[config.mk]
export PLATFORM = sky130hd
export DESIGN_NAME = wb_commit_unit
export DESIGN_NICKNAME = d
export VERILOG_FILES = /design/src/rtl/wb_commit_unit.sv
export SDC_FILE = /design/constraint.sdc
export NUM_CORES = 1
export LEC_CHECK = 0
export BUFFER_PORTS_ARGS = -buffer_cell sky130_fd_sc_hd__buf_2
export CAP_MARGIN = 10
export CORE_ASPECT_RATIO = 0.75
export CORE_MARGIN = 4
export CORE_UTILIZATION = 50
export DETAILED_ROUTE_END_ITERATION = 7
export GPL_ROUTABILITY_DRIVEN = 0
export PLACE_DENSITY = 0.86
export SLEW_MARGIN = 10
export SYNTH_ARGS = -nofsm -noshare
export SYNTH_HDL_FRONTEND = slang
export SYNTH_SLANG_ARGS = --single-unit
[constraint.sdc]
create_clock -name clk -period 3.9 [get_ports clk]
set_input_delay 0.195 -clock clk [delete_from_list [all_inputs] [get_ports clk]]
set_output_delay 0.195 -clock clk [all_outputs]
set_load 0.02 [all_outputs]
[src/rtl/wb_commit_unit.sv]
// ---------------------------------------------------------------------------
// wb_commit_unit
//
// Writeback / commit stage of the 5-stage LoongArch pipeline.
// It holds one instruction latched from the memory stage and retires it.
// It writes the GPR file through a shared write port that may refuse a write.
// It resolves simultaneous exception requests by fixed priority, where index 0
// has the highest priority.
// It raises single-cycle exception and ertn flush pulses and counts retired
// instructions.
//
// Ports
//   clk, reset          clock, synchronous active-high reset
//   me_valid            ME offers an instruction this cycle
//   wb_allow_in         WB accepts the offered instruction this cycle
//   me_pc/gr_we/dest/result/ertn/exc_req/exc_code
//                       fields of the offered instruction; exc_code slice i is
//                       {ecode[5:0], esubcode[8:0]} at bits [15i+14:15i]
//   rf_wready           the shared RF write port grants a write this cycle
//   rf_we/waddr/wdata   RF write port (single pulse on the grant cycle)
//   wb_dest             pending destination for hazard detection (0 = none)
//   wb_fwd_data         stage result for forwarding
//   excp_flush          exception commit pulse
//   ertn_flush          ertn commit pulse
//   wb_ecode/esubcode   code of the committing exception, else 0
//   wb_pc               PC of the instruction held in WB
//   retire_cnt          retired-instruction counter (wraps)
//   debug_wb_rf_*       debug mirror of the RF write port
// ---------------------------------------------------------------------------
module wb_commit_unit #(
    parameter int DATA_W  = 32,
    parameter int PC_W    = 32,
    parameter int ADDR_W  = 5,
    parameter int NUM_EXC = 4,
    parameter int CNT_W   = 64
) (
    input  logic                   clk,
    input  logic                   reset,

    input  logic                   me_valid,
    output logic                   wb_allow_in,
    input  logic [PC_W-1:0]        me_pc,
    input  logic                   me_gr_we,
    input  logic [ADDR_W-1:0]      me_dest,
    input  logic [DATA_W-1:0]      me_result,
    input  logic                   me_ertn,
    input  logic [NUM_EXC-1:0]     me_exc_req,
    input  logic [NUM_EXC*15-1:0]  me_exc_code,

    input  logic                   rf_wready,
    output logic                   rf_we,
    output logic [ADDR_W-1:0]      rf_waddr,
    output logic [DATA_W-1:0]      rf_wdata,

    output logic [ADDR_W-1:0]      wb_dest,
    output logic [DATA_W-1:0]      wb_fwd_data,

    output logic                   excp_flush,
    output logic                   ertn_flush,
    output logic [5:0]             wb_ecode,
    output logic [8:0]             wb_esubcode,
    output logic [PC_W-1:0]        wb_pc,

    output logic [CNT_W-1:0]       retire_cnt,

    output logic [3:0]             debug_wb_rf_we,
    output logic [ADDR_W-1:0]      debug_wb_rf_wnum,
    output logic [DATA_W-1:0]      debug_wb_rf_wdata
);

    // Priority encoder over the exception sources.
    // The lowest set request index selects its {ecode, esubcode} slice.
    // The loop scans from the top down, so lower indices overwrite higher ones.
    function automatic logic [14:0] pick_exc_code(
        input logic [NUM_EXC-1:0]    req,
        input logic [NUM_EXC*15-1:0] codes
    );
        logic [14:0] sel;
        sel = 15'd0;
        for (int i = NUM_EXC - 1; i >= 0; i--) begin
            if (req[i]) begin
                sel = codes[15*i +: 15];
            end
        end
        return sel;
    endfunction

    logic                   vld_p0;
    logic [PC_W-1:0]        pc_p0;
    logic                   gr_we_p0;
    logic [ADDR_W-1:0]      dest_p0;
    logic [DATA_W-1:0]      result_p0;
    logic                   ertn_p0;
    logic [NUM_EXC-1:0]     exc_req_p0;
    logic [NUM_EXC*15-1:0]  exc_code_p0;
    logic [CNT_W-1:0]       cnt_q;

    logic                   exc_any;
    logic                   we_eff;
    logic                   ready_go;
    logic                   commit;
    logic                   flush_now;
    logic                   latch;
    logic [14:0]            exc_sel;

    // ---- ME -> WB stage boundary ----
    // All latched fields are cleared on reset so that the outputs read back as
    // zero afterwards.
    // The fields load only when the valid bit also loads a live instruction.
    // An instruction offered in a flush cycle is on the wrong path, so it is
    // dropped.
    always_ff @(posedge clk) begin
        if (reset) begin
            vld_p0      <= 1'b0;
            pc_p0       <= '0;
            gr_we_p0    <= 1'b0;
            dest_p0     <= '0;
            result_p0   <= '0;
            ertn_p0     <= 1'b0;
            exc_req_p0  <= '0;
            exc_code_p0 <= '0;
        end else begin
            if (flush_now) begin
                vld_p0 <= 1'b0;
            end else if (wb_allow_in) begin
                vld_p0 <= me_valid;
            end
            if (latch) begin
                pc_p0       <= me_pc;
                gr_we_p0    <= me_gr_we;
                dest_p0     <= me_dest;
                result_p0   <= me_result;
                ertn_p0     <= me_ertn;
                exc_req_p0  <= me_exc_req;
                exc_code_p0 <= me_exc_code;
            end
        end
    end

    // An excepting instruction never writes the RF, even when gr_we is set.
    // Only a real pending write can stall on the shared port.
    assign exc_any     = |exc_req_p0;
    assign we_eff      = vld_p0 & gr_we_p0 & ~exc_any;
    assign ready_go    = ~we_eff | rf_wready;
    assign wb_allow_in = ~vld_p0 | ready_go;
    assign commit      = vld_p0 & ready_go;
    assign flush_now   = excp_flush | ertn_flush;
    assign latch       = me_valid & wb_allow_in & ~flush_now;

    // The write fires only in the grant cycle.
    // In that same cycle commit lets the stage take the next instruction, so
    // the write cannot repeat.
    assign rf_we       = we_eff & rf_wready;
    assign rf_waddr    = dest_p0;
    assign rf_wdata    = result_p0;

    assign wb_dest     = we_eff ? dest_p0 : '0;
    assign wb_fwd_data = result_p0;
    assign wb_pc       = pc_p0;

    // An exception takes priority over ertn when both are set.
    assign excp_flush  = commit & exc_any;
    assign ertn_flush  = commit & ertn_p0 & ~exc_any;

    assign exc_sel     = (vld_p0 && exc_any) ? pick_exc_code(exc_req_p0, exc_code_p0)
                                             : 15'd0;
    assign wb_ecode    = exc_sel[14:9];
    assign wb_esubcode = exc_sel[8:0];

    // ---- retirement counter ----
    // An ertn counts as retired. An excepting instruction does not.
    always_ff @(posedge clk) begin
        if (reset) begin
            cnt_q <= '0;
        end else if (commit && !exc_any) begin
            cnt_q <= cnt_q + CNT_W'(1);
        end
    end

    assign retire_cnt        = cnt_q;

    assign debug_wb_rf_we    = {4{rf_we}};
    assign debug_wb_rf_wnum  = rf_waddr;
    assign debug_wb_rf_wdata = rf_wdata;

endmodule

== Word level (Yosys, flattened, before mapping) ==
Cells that the tools add are included.
Storage, ports and cells
  bits in registers: 200
  input bits: 139
Cells by class
  add/subtract/negate cells: 1
  mux-type cells: 6
  bitwise gates (word level): 16
  reductions and logical operators: 5
Operator list (number)
  two-way mux 15 bit: 5
  adder 64 x 1 -> 64 bit (second input constant): 1
  bitwise AND 1 bit: 9
  two-way mux 5 bit: 1
  NOT 1 bit: 4
  OR reduction 4 bit: 1
  bitwise OR 1 bit: 3
  logical AND 1 bit: 2
  OR reduction 2 bit: 1
  logical NOT 1 bit: 1

== Depth between registers and ports, before layout ==
Gate-level depths: netlist (run 1).
  word-level depth: 11
  gate-level depth with buffers: 9
  mapped depth without buffers: 6

== Least setup slack after synthesis (run 1) ==
OpenSTA, ideal clock, no wires.
  kind: reg2reg
  start: register cnt_q[25], in the netlist retire_cnt[25]
  end: register cnt_q[50], in the netlist retire_cnt[50]
  library setup time: 70 ps
  arrival time: 2382 ps
  path slack: 1447 ps
  stages on the path, launching flop included: 7
  buffers on the path: 1
  clock period less this slack: 2453 ps
  path through: dfxtp_1 > nand4_2 > or4_1 > or4_1 > buf_2 > or4_1 > a21oi_1
Between the ends
  longest elaborated chain between the ends: 1
RTL lines
  start: declaration: line 96  | logic [CNT_W-1:0] cnt_q;
  start signal: assignment: line 176  | cnt_q <= cnt_q + CNT_W'(1);
  adder 64 x 1 -> 64 bit: line 176
Every way passes these cells.
A chain may end at the register's enable or synchronous reset.

== Worst setup path in the final report (run 1) ==
  start: register exc_req_p0[2]
  end: register cnt_q[49], in the netlist retire_cnt[49]
Between the ends
  longest elaborated chain between the ends: 7
  elaborated cells on any way between the ends: 8
  those cells by class: bitwise (5); reduce/logical (3)
RTL lines
  start: declaration: line 94  | logic [NUM_EXC-1:0] exc_req_p0;
  start signal: assignment: line 134  | exc_req_p0 <= me_exc_req;
  OR reduction 4 bit *: line 142  | assign exc_any = |exc_req_p0;
  NOT 1 bit: line 143  | assign we_eff = vld_p0 & gr_we_p0 & ~exc_any;
  bitwise AND 1 bit: line 143
  NOT 1 bit: line 144  | assign ready_go = ~we_eff | rf_wready;
  bitwise OR 1 bit: line 144
  bitwise AND 1 bit: line 146  | assign commit = vld_p0 & ready_go;
  logical AND 1 bit *: line 175  | end else if (commit && !exc_any) begin
Every way passes the cells marked *; elsewhere a longest branch is shown, timed or not.

==> results of run 1 <==
placed cells by master, fill, tap and decap left out, types with 10 or more instances in the layout:
cell type / count
mux2i_1: 16
a21oi_1: 186
nand2_1: 312
or4_1: 12
inv_1: 14
nor2_1: 56
xor2_1: 20
dfxtp_1: 200
nand3_1: 18
o21ai_0: 34
or3_1: 22
and3b_1: 15
nand4_1: 28
clkbuf_16: 17
dlygate4sd3_1: 75
buf_4: 10
buf_2: 367
and3_1: 10
cells by family (layout without fill, tap and decap cells):
family	Yosys count	after routing	share of synthesized area [%]
xor+xnor	25	25	2.419
simple gates	526	526	27.53
fa+ha+maj	1	1	0.1382
flops	200	200	44.23
compound gates	241	241	14.08
mux	17	17	1.894
other cells	0	2	0
buf+inv	157	499	9.703
power breakdown:
group          internal (W)  switching [W]  leakage [nW]  total (W)
combinational      0.000259       0.000424          3.36   0.000683
clock              0.000908       0.000807         0.260    0.00171
sequential          0.00214      0.0000779          1.63    0.00221
through the flow:
stage / power [W] / hold slack [ps] / utilization (%) / setup slack [ps]
after detailed placement: 0.002867 / 440.7 / 59.29 / 988.5
final: 0.004612 / 13.90 / 66.73 / 915.4
after CTS: 0.004619 / 0.1744 / 66.59 / 963.1
after global placement: 0.002855 / 434.5 / 59.29 / 1060
after floorplan: 0.002673 / 331.0 / - / 1447
after global routing: 0.004787 / 1.066 / 66.72 / 737.7
what timing repair did:
item,4_1_cts,5_1_grt
endpoints found under the setup margin,0,0
endpoints found under the hold margin,73,2
hold buffers,73,2
synthesized netlist by cell type, types with 2 or more instances:
cell type,n,share of area (%)
and2_1,9,0.62
inv_1,14,0.58
or4_1,12,1.0
clkbuf_1,52,2.2
and4_1,4,0.39
buf_4,73,6.1
o41ai_1,4,0.39
xor2_1,20,1.9
dfxtp_1,200,44
o31ai_1,8,0.66
nand4_1,28,1.9
or2_2,2,0.14
and3b_1,15,1.5
and3_1,10,0.69
nand4b_1,4,0.39
nor2b_1,3,0.21
or3_1,22,1.5
nand3_1,18,1.0
xnor2_1,5,0.48
nor4_1,9,0.62
nor2_1,56,2.3
buf_1,6,0.25
o21ai_0,34,1.9
mux2i_1,16,1.8
a21oi_1,186,10
nand4_2,3,0.41
nand2_1,312,13
buf_2,12,0.66
a31o_2,4,0.39
nor3_1,8,0.44
flip-flops by register name, summed over array words and instances, names as in the netlist:
register / flops
debug_wb_rf_wdata: 32
debug_wb_rf_wnum: 5
ertn_p0: 1
exc_code_p0: 60
exc_req_p0: 4
gr_we_p0: 1
retire_cnt: 64
vld_p0: 1
wb_pc: 32
critical path: cells and delay by family, from the launching register on:
kind / cells / cell delay, ps
buf+inv: 1 / 260
flops: 1 / 620
simple gates: 4 / 1870
compound gates: 1 / 160
cell type report:
| class | count | area share [%] |
|---|---|---|
| Antenna cell | 2 | 0.04235 |
| Clock buffer | 19 | 3.748 |
| Clock inverter | 11 | 1.006 |
| Inverter | 14 | 0.4447 |
| Multi-Input combinational cell | 810 | 35.35 |
| Sequential cell | 200 | 33.88 |
| Tap cell | 242 | 2.562 |
| Timing Repair Buffer | 455 | 22.96 |
per-layer routing:
layer | GRT usage [%] | routed length [um] | share of wire (%) | up-vias
met5 | 0 | 0 | 0 | -
met2 | 46.76 | 14620 | 47 | 594
met4 | 11.29 | 1011 | 3.3 | 0
met1 | 36.98 | 12090 | 39 | 4462
li1 | - | - | - | 4546
met3 | 7.608 | 3253 | 11 | 84
worst paths after layout:
check | startpoint | endpoint | slack, ps | depth (start not counted)
setup reg to reg | exc_req_p0[2]$_SDFFE_PP0P_ | retire_cnt[49]$_SDFFE_PP0P_ | 920 | 6
setup / recovery | exc_req_p0[2]$_SDFFE_PP0P_ | retire_cnt[49]$_SDFFE_PP0P_ | 920 | 6
hold reg to reg | wb_pc[24]$_SDFFE_PP0P_ | wb_pc[24]$_SDFFE_PP0P_ | 450 | 2
hold / removal | me_exc_code[56] | exc_code_p0[56]$_SDFFE_PP0P_ | 10 | 3
==> impl_metrics.toml, run 1 <==
[run_status]
outcome = "completed"

[worst_setup_path]
crit_path_start_kind = "flip-flop"
crit_path_max_incr_delay_ps = 620
worstSetupPathType = "reg2reg"
cp.required_ps = 4250
setup.worst_path.end_class = "flip-flop"
crit_fanout = 33
worst_ep_arrival_time_ps = 3330
cp_slowest_cell = "dfxtp_1"
crit_chain = "or4_4 -> nor4_4 -> buf_4 -> nand3_1 -> or4_1 -> a21oi_1"

[clock_tree]
path_clk_slew_ps = 70
post_cts_buffers = 0
clock_sinks = 200
clock_tree.htree_level_count = 4
cts_buffers = 17
cts_tree = "yes"
clock_path_buffers = 2
root_buffer = "clkbuf_16"
cts-resized-gates = 0
clkLatencyLatePin_ps = 430

[logic_synthesis]
postSynthCellCount = 1167
seq_area_frac_synth_pct = 44.23
synthesis.nets = 1307
synth_warnings = 0
synth-seq-cells = 200
syn_avg_cell_area_sq_um = 7.757
synth.distinct_cells = 48
synth_area_sq_mm = 0.009052
synth_top_flop_cell = "dfxtp_1"
synth_edf_count = 0
synth-async-reset-ratio_pct = 0

[drt]
wl_per_cell_um = 17.67
vias_per_cell = 5.525
drt-initial-drc-count = 1073
totalWireLength_um = 30980
num_vias = 9686
drc = 0
postRouteAntennaNets = 0
drtPass1Iterations = 5

[timing]
min_period_over_period_pct = 76.53
finalClockSkew_ps = 11.27
finalSetupViolCount = 0
max_freq_mhz = 335.1
relSlewSlack_pct = 31.24
slew_viol_final = 0
rsz0062_at_grt = "no"
tightest_slew_ps = 1031
period_minus_slack_ps = 2985
finalHoldViolCount = 0
setup_tns_ps = 0

[global_route]
antenna_found_initial = 1
grt_pass1_vias = 8915
grt-ovfl-total = 0
grt.total_usage_pct = 28.94
grt_max_degree = 135
grt_pass1_wl_um = 47330

[place]
portBuffers = 368
dp_cells = 1646
place_hpwl_um = 21090
dpl_cell_area_sq_mm = 0.01050

[final_layout]
drive_gt1_share_pct = 28.36
fillers = 1404
regArea_sq_mm = 0.004004
finalInstanceArea_sq_mm = 0.01182
area_growth_pct = 30.55
finalNetCount = 1638
multi_input_area_sq_mm = 0.004178
final_cells = 1753

[die]
fp.dieArea_sq_mm = 0.02034
io_pins = 369
fp-row-count = 42
start_util_pct = 51.12
fp.dieW_um = 163.4
die_h_um = 124.5
core_area_sq_mm = 0.01771

[worst_hold_path]
holdCritPathClass = "in2reg"

[job]
maxCapViolCount = 0

[power_and_ir_drop]
p_leak_nw = 5.259
powerDensity_mw_per_mm2 = 390.3
ir_drop_v = 0.0003003
Power figures use the tool's default switching activity.
==> run 2: changes to the inputs <==
--- a/config.mk
+++ b/config.mk
@@ -5,6 +5,7 @@
 export SDC_FILE = /design/constraint.sdc
 export NUM_CORES = 1
 export LEC_CHECK = 0
+export ABC_AREA = 1
 export BUFFER_PORTS_ARGS = -buffer_cell sky130_fd_sc_hd__buf_2
 export CAP_MARGIN = 10
 export CORE_ASPECT_RATIO = 0.75
@@ -12,7 +13,7 @@
 export CORE_UTILIZATION = 50
 export DETAILED_ROUTE_END_ITERATION = 7
 export GPL_ROUTABILITY_DRIVEN = 0
-export PLACE_DENSITY = 0.86
+export PLACE_DENSITY = 0.85
 export SLEW_MARGIN = 10
 export SYNTH_ARGS = -nofsm -noshare
 export SYNTH_HDL_FRONTEND = slang
==> constraint.sdc (replaced) <==
create_clock -name clk -period 3.1 [get_ports clk]
set_input_delay 0.155 -clock clk [delete_from_list [all_inputs] [get_ports clk]]
set_output_delay 0.155 -clock clk [all_outputs]
set_load 0.02 [all_outputs]
==> run 2 against run 1 <==
Hold slack worse by 6.7 ps. Clock power is 29% higher. Sequential power is 29% higher. Non-clock buffer count is 12 lower. Final cell count is 13% higher. Register-to-register slack worse by 200 ps. Final area is 4.5% higher. Critical path depth is 1 lower. First-iteration DRC count is 2.1% higher. Largest power group unchanged. Highest routed layer is now met5. Clock skew is 3.0 ps higher. Count of clock-buffer cells in the layout is 1 lower. Worst setup slack worse by 330 ps.
==> impl_metrics.toml, run 2 <==
[timing]
relSlewSlack_pct = 48.07
tightest_slew_ps = 776.1
min_period_over_period_pct = 81.01
setup_ws_ps = 588.6
setup_tns_ps = 0
max_freq_mhz = 398.2
period_minus_slack_ps = 2511
rsz0062_at_grt = "no"
slew_viol_final = 0
finalHoldViolCount = 0
finalSetupViolCount = 0
finalClockSkew_ps = 14.26

[logic_synthesis]
syn_avg_cell_area_sq_um = 7.002
synth_edf_count = 0
yosys.area.top_type = "dfxtp_1"
synth_xor_area_share_pct = 0.4519
synth_area_sq_mm = 0.009691
synthesis.nets = 1524
synth-seq-cells = 200
seq_area_frac_synth_pct = 41.32
synth_warnings = 0
yosysMostFrequentCell = "inv_1"
synth.distinct_cells = 40
yosys-top-cells-area = "dfxtp_1 41%, inv_1 8.9%, a21oi_1 8.3%"
synth_adder_area_share_pct = 0.1291
synth-compound-area-share_pct = 20.34
synth_top_family_by_area = "compound AO/OA/AOI/OAI gates"
muxShareOfSynthArea_pct = 0
synth-async-reset-ratio_pct = 0
synth_top_flop_cell = "dfxtp_1"
synth_top_cell_area_share_pct = 41.32
postSynthCellCount = 1384
synth_top_cells_by_count = "231 x inv_1, 200 x dfxtp_1, 180 x nand2_1, 160 x a21oi_1, 144 x nor2_1"
yosys.area_share.simple_pct = 19.77

[drt]
wl_per_cell_um = 17.26
vias_per_cell = 5.312
totalWireLength_um = 34070
drc = 0
postRouteAntennaNets = 0
drt-initial-drc-count = 1096
drtPass1Iterations = 6
num_vias = 10485

[worst_setup_path]
rrSetupSlack_ps = 720
rr_endpoint = "exc_code_p0[28]$_SDFFE_PP0P_"
worstSetupPathType = "reg2out"
r2r_start = "exc_req_p0[3]$_SDFFE_PP0P_"
crit_path_start_kind = "flip-flop"
worst_ep_arrival_time_ps = 2360
cp.required_ps = 2940
r2r_cells = 9
setup.worst_path.end_class = "output port"
crit_fanout = 16

[final_layout]
finalNetCount = 1850
drive_gt1_share_pct = 25.19
largest_register_ffs = 64
layout_commonest_cell = "buf_2"
final_cells = 1974
area_growth_pct = 27.46
layout_common_cells = "368 x buf_2, 231 x inv_1, 200 x dfxtp_1"

[global_route]
grt_pass1_wl_um = 51290
grt.total_usage_pct = 29.74
antenna_found_initial = 5
grt_max_degree = 105
grt-ovfl-total = 0
grt_pass1_vias = 9644

[power_and_ir_drop]
p_leak_nw = 5.632
p_sw_w = 0.001957
swShare_pct = 31.58
p_int_w = 0.004241
power_frac_clock_pct = 35.5
p_seq_share_pct = 46.1
p_comb_share_pct = 18.4
powerDensity_mw_per_mm2 = 501.8
total_power_w = 0.006199
ir_drop_v = 0.0003842

[clock_tree]
path_clk_slew_ps = 80
clkLatencyLatePin_ps = 440
cts-resized-gates = 0
clock_sinks = 200
cts_tree = "yes"
root_buffer = "clkbuf_16"
cts_buffers = 17
clock_tree.htree_level_count = 4
clock_path_buffers = 2

[place]
portBuffers = 368
place_ws_ps = 764.0
dp_cells = 1875
place_hpwl_um = 24670

[worst_hold_path]
holdCritPathClass = "in2reg"
hold-path-cell-count = 3
hp-start = "me_exc_code[14]"
holdPathEnd = "exc_code_p0[14]$_SDFFE_PP0P_"

[die]
core_area_sq_mm = 0.01878
fp-row-count = 43
die_h_um = 128.6
fp.dieW_um = 168.8
fp.dieArea_sq_mm = 0.02170
start_util_pct = 51.61
io_pins = 369

[run_status]
outcome = "completed"

[job]
maxCapViolCount = 0
==> run 2: changes by cell type after synthesis, sizes merged, moves of 14 or more <==
cell	before	now
nand2	312	183
or3	23	0
nor2	56	157
o21ai	34	181
nand3	18	32
a221oi	0	14
inv	14	232
a21oi	186	160
clkbuf	52	37
or4	14	0
xor2	20	1
a211oi	0	14
mux2i	16	0
and3b	15	0
==> run 2: critical path, stage by stage (launching register included) <==
cell	delay [ps]
dfxtp_1	370
buf_4	210
nor2_1	620
a221oi_1	190
a211oi_1	300
buf_2	230
==> run 2: repair_timing <==
action,CTS,global route
buffers inserted,0,0
hold buffers,62,1
hold endpoints to repair,62,1
==> run 2: kinds of logic (layout without fill, tap and decap cells) <==
family | Yosys count | count (layout)
AO/OA/AOI/OAI | 374 | 374
XOR/XNOR | 5 | 5
adder cells (fa/ha/maj) | 1 | 1
buffers and inverters | 369 | 708
flip-flops | 200 | 200
other | 0 | 4
AND/OR/NAND/NOR | 435 | 435
==> run 2: worst max-delay path by stage <==
stage                                          start                     endpoint  slack, ps  cells past startpoint
after CTS                 exc_req_p0[1]$_SDFFE_PP0P_                  wb_ecode[0]        650                      5
after detailed placement  exc_req_p0[3]$_SDFFE_PP0P_       wb_pc[25]$_SDFFE_PP0P_        760                      9
after global placement    exc_req_p0[3]$_SDFFE_PP0P_   exc_req_p0[1]$_SDFFE_PP0P_        890                      9
after floorplan           retire_cnt[1]$_SDFFE_PP0P_  retire_cnt[50]$_SDFFE_PP0P_       1260                     12
after global routing      exc_req_p0[1]$_SDFFE_PP0P_               wb_esubcode[3]        370                      5
final                     exc_req_p0[1]$_SDFFE_PP0P_               wb_esubcode[3]        590                      5
==> run 2: metrics by stage <==
| step | cell area, sq um | utilization (%) | hold slack [ps] |
|---|---|---|---|
| floorplan | 9691 | - | 328.3 |
| global placement | 11130 | 59.26 | 414.9 |
| detailed placement | 11130 | 59.26 | 424.7 |
| CTS | 12330 | 65.68 | 0.2065 |
| global route | 12340 | 65.74 | 6.717 |
| finish | 12350 | 65.78 | 7.170 |
==> run 2: final cells by class <==
cell class | instances | area, sq um
antenna | 4 | 10.01
clock buffer | 18 | 439.2
clock inverter | 14 | 145.1
fill | 1586 | 6425
inverter | 233 | 877.1
multi-input combinational | 815 | 3943
sequential | 200 | 4004
tap | 247 | 309.0
timing repair buffer | 443 | 2625
==> run 2: metal layers <==
layer | track usage [%] | up-vias | part of all wire, %
met5 | 0 | - | 0.15
met4 | 10.31 | 8 | 2.6
met3 | 7.555 | 83 | 10
met2 | 47.83 | 572 | 46
met1 | 39.24 | 4766 | 41
li1 | - | 5056 | -
==> run 2: power groups by stage <==
stage                     clock, W  sequential [W]  combinational (W)
after floorplan                  0         0.00299           0.000673
after global placement           0         0.00290            0.00103
after detailed placement         0         0.00291            0.00105
after CTS                  0.00224         0.00285            0.00112
after global routing       0.00235         0.00287            0.00123
final                      0.00220         0.00286            0.00114
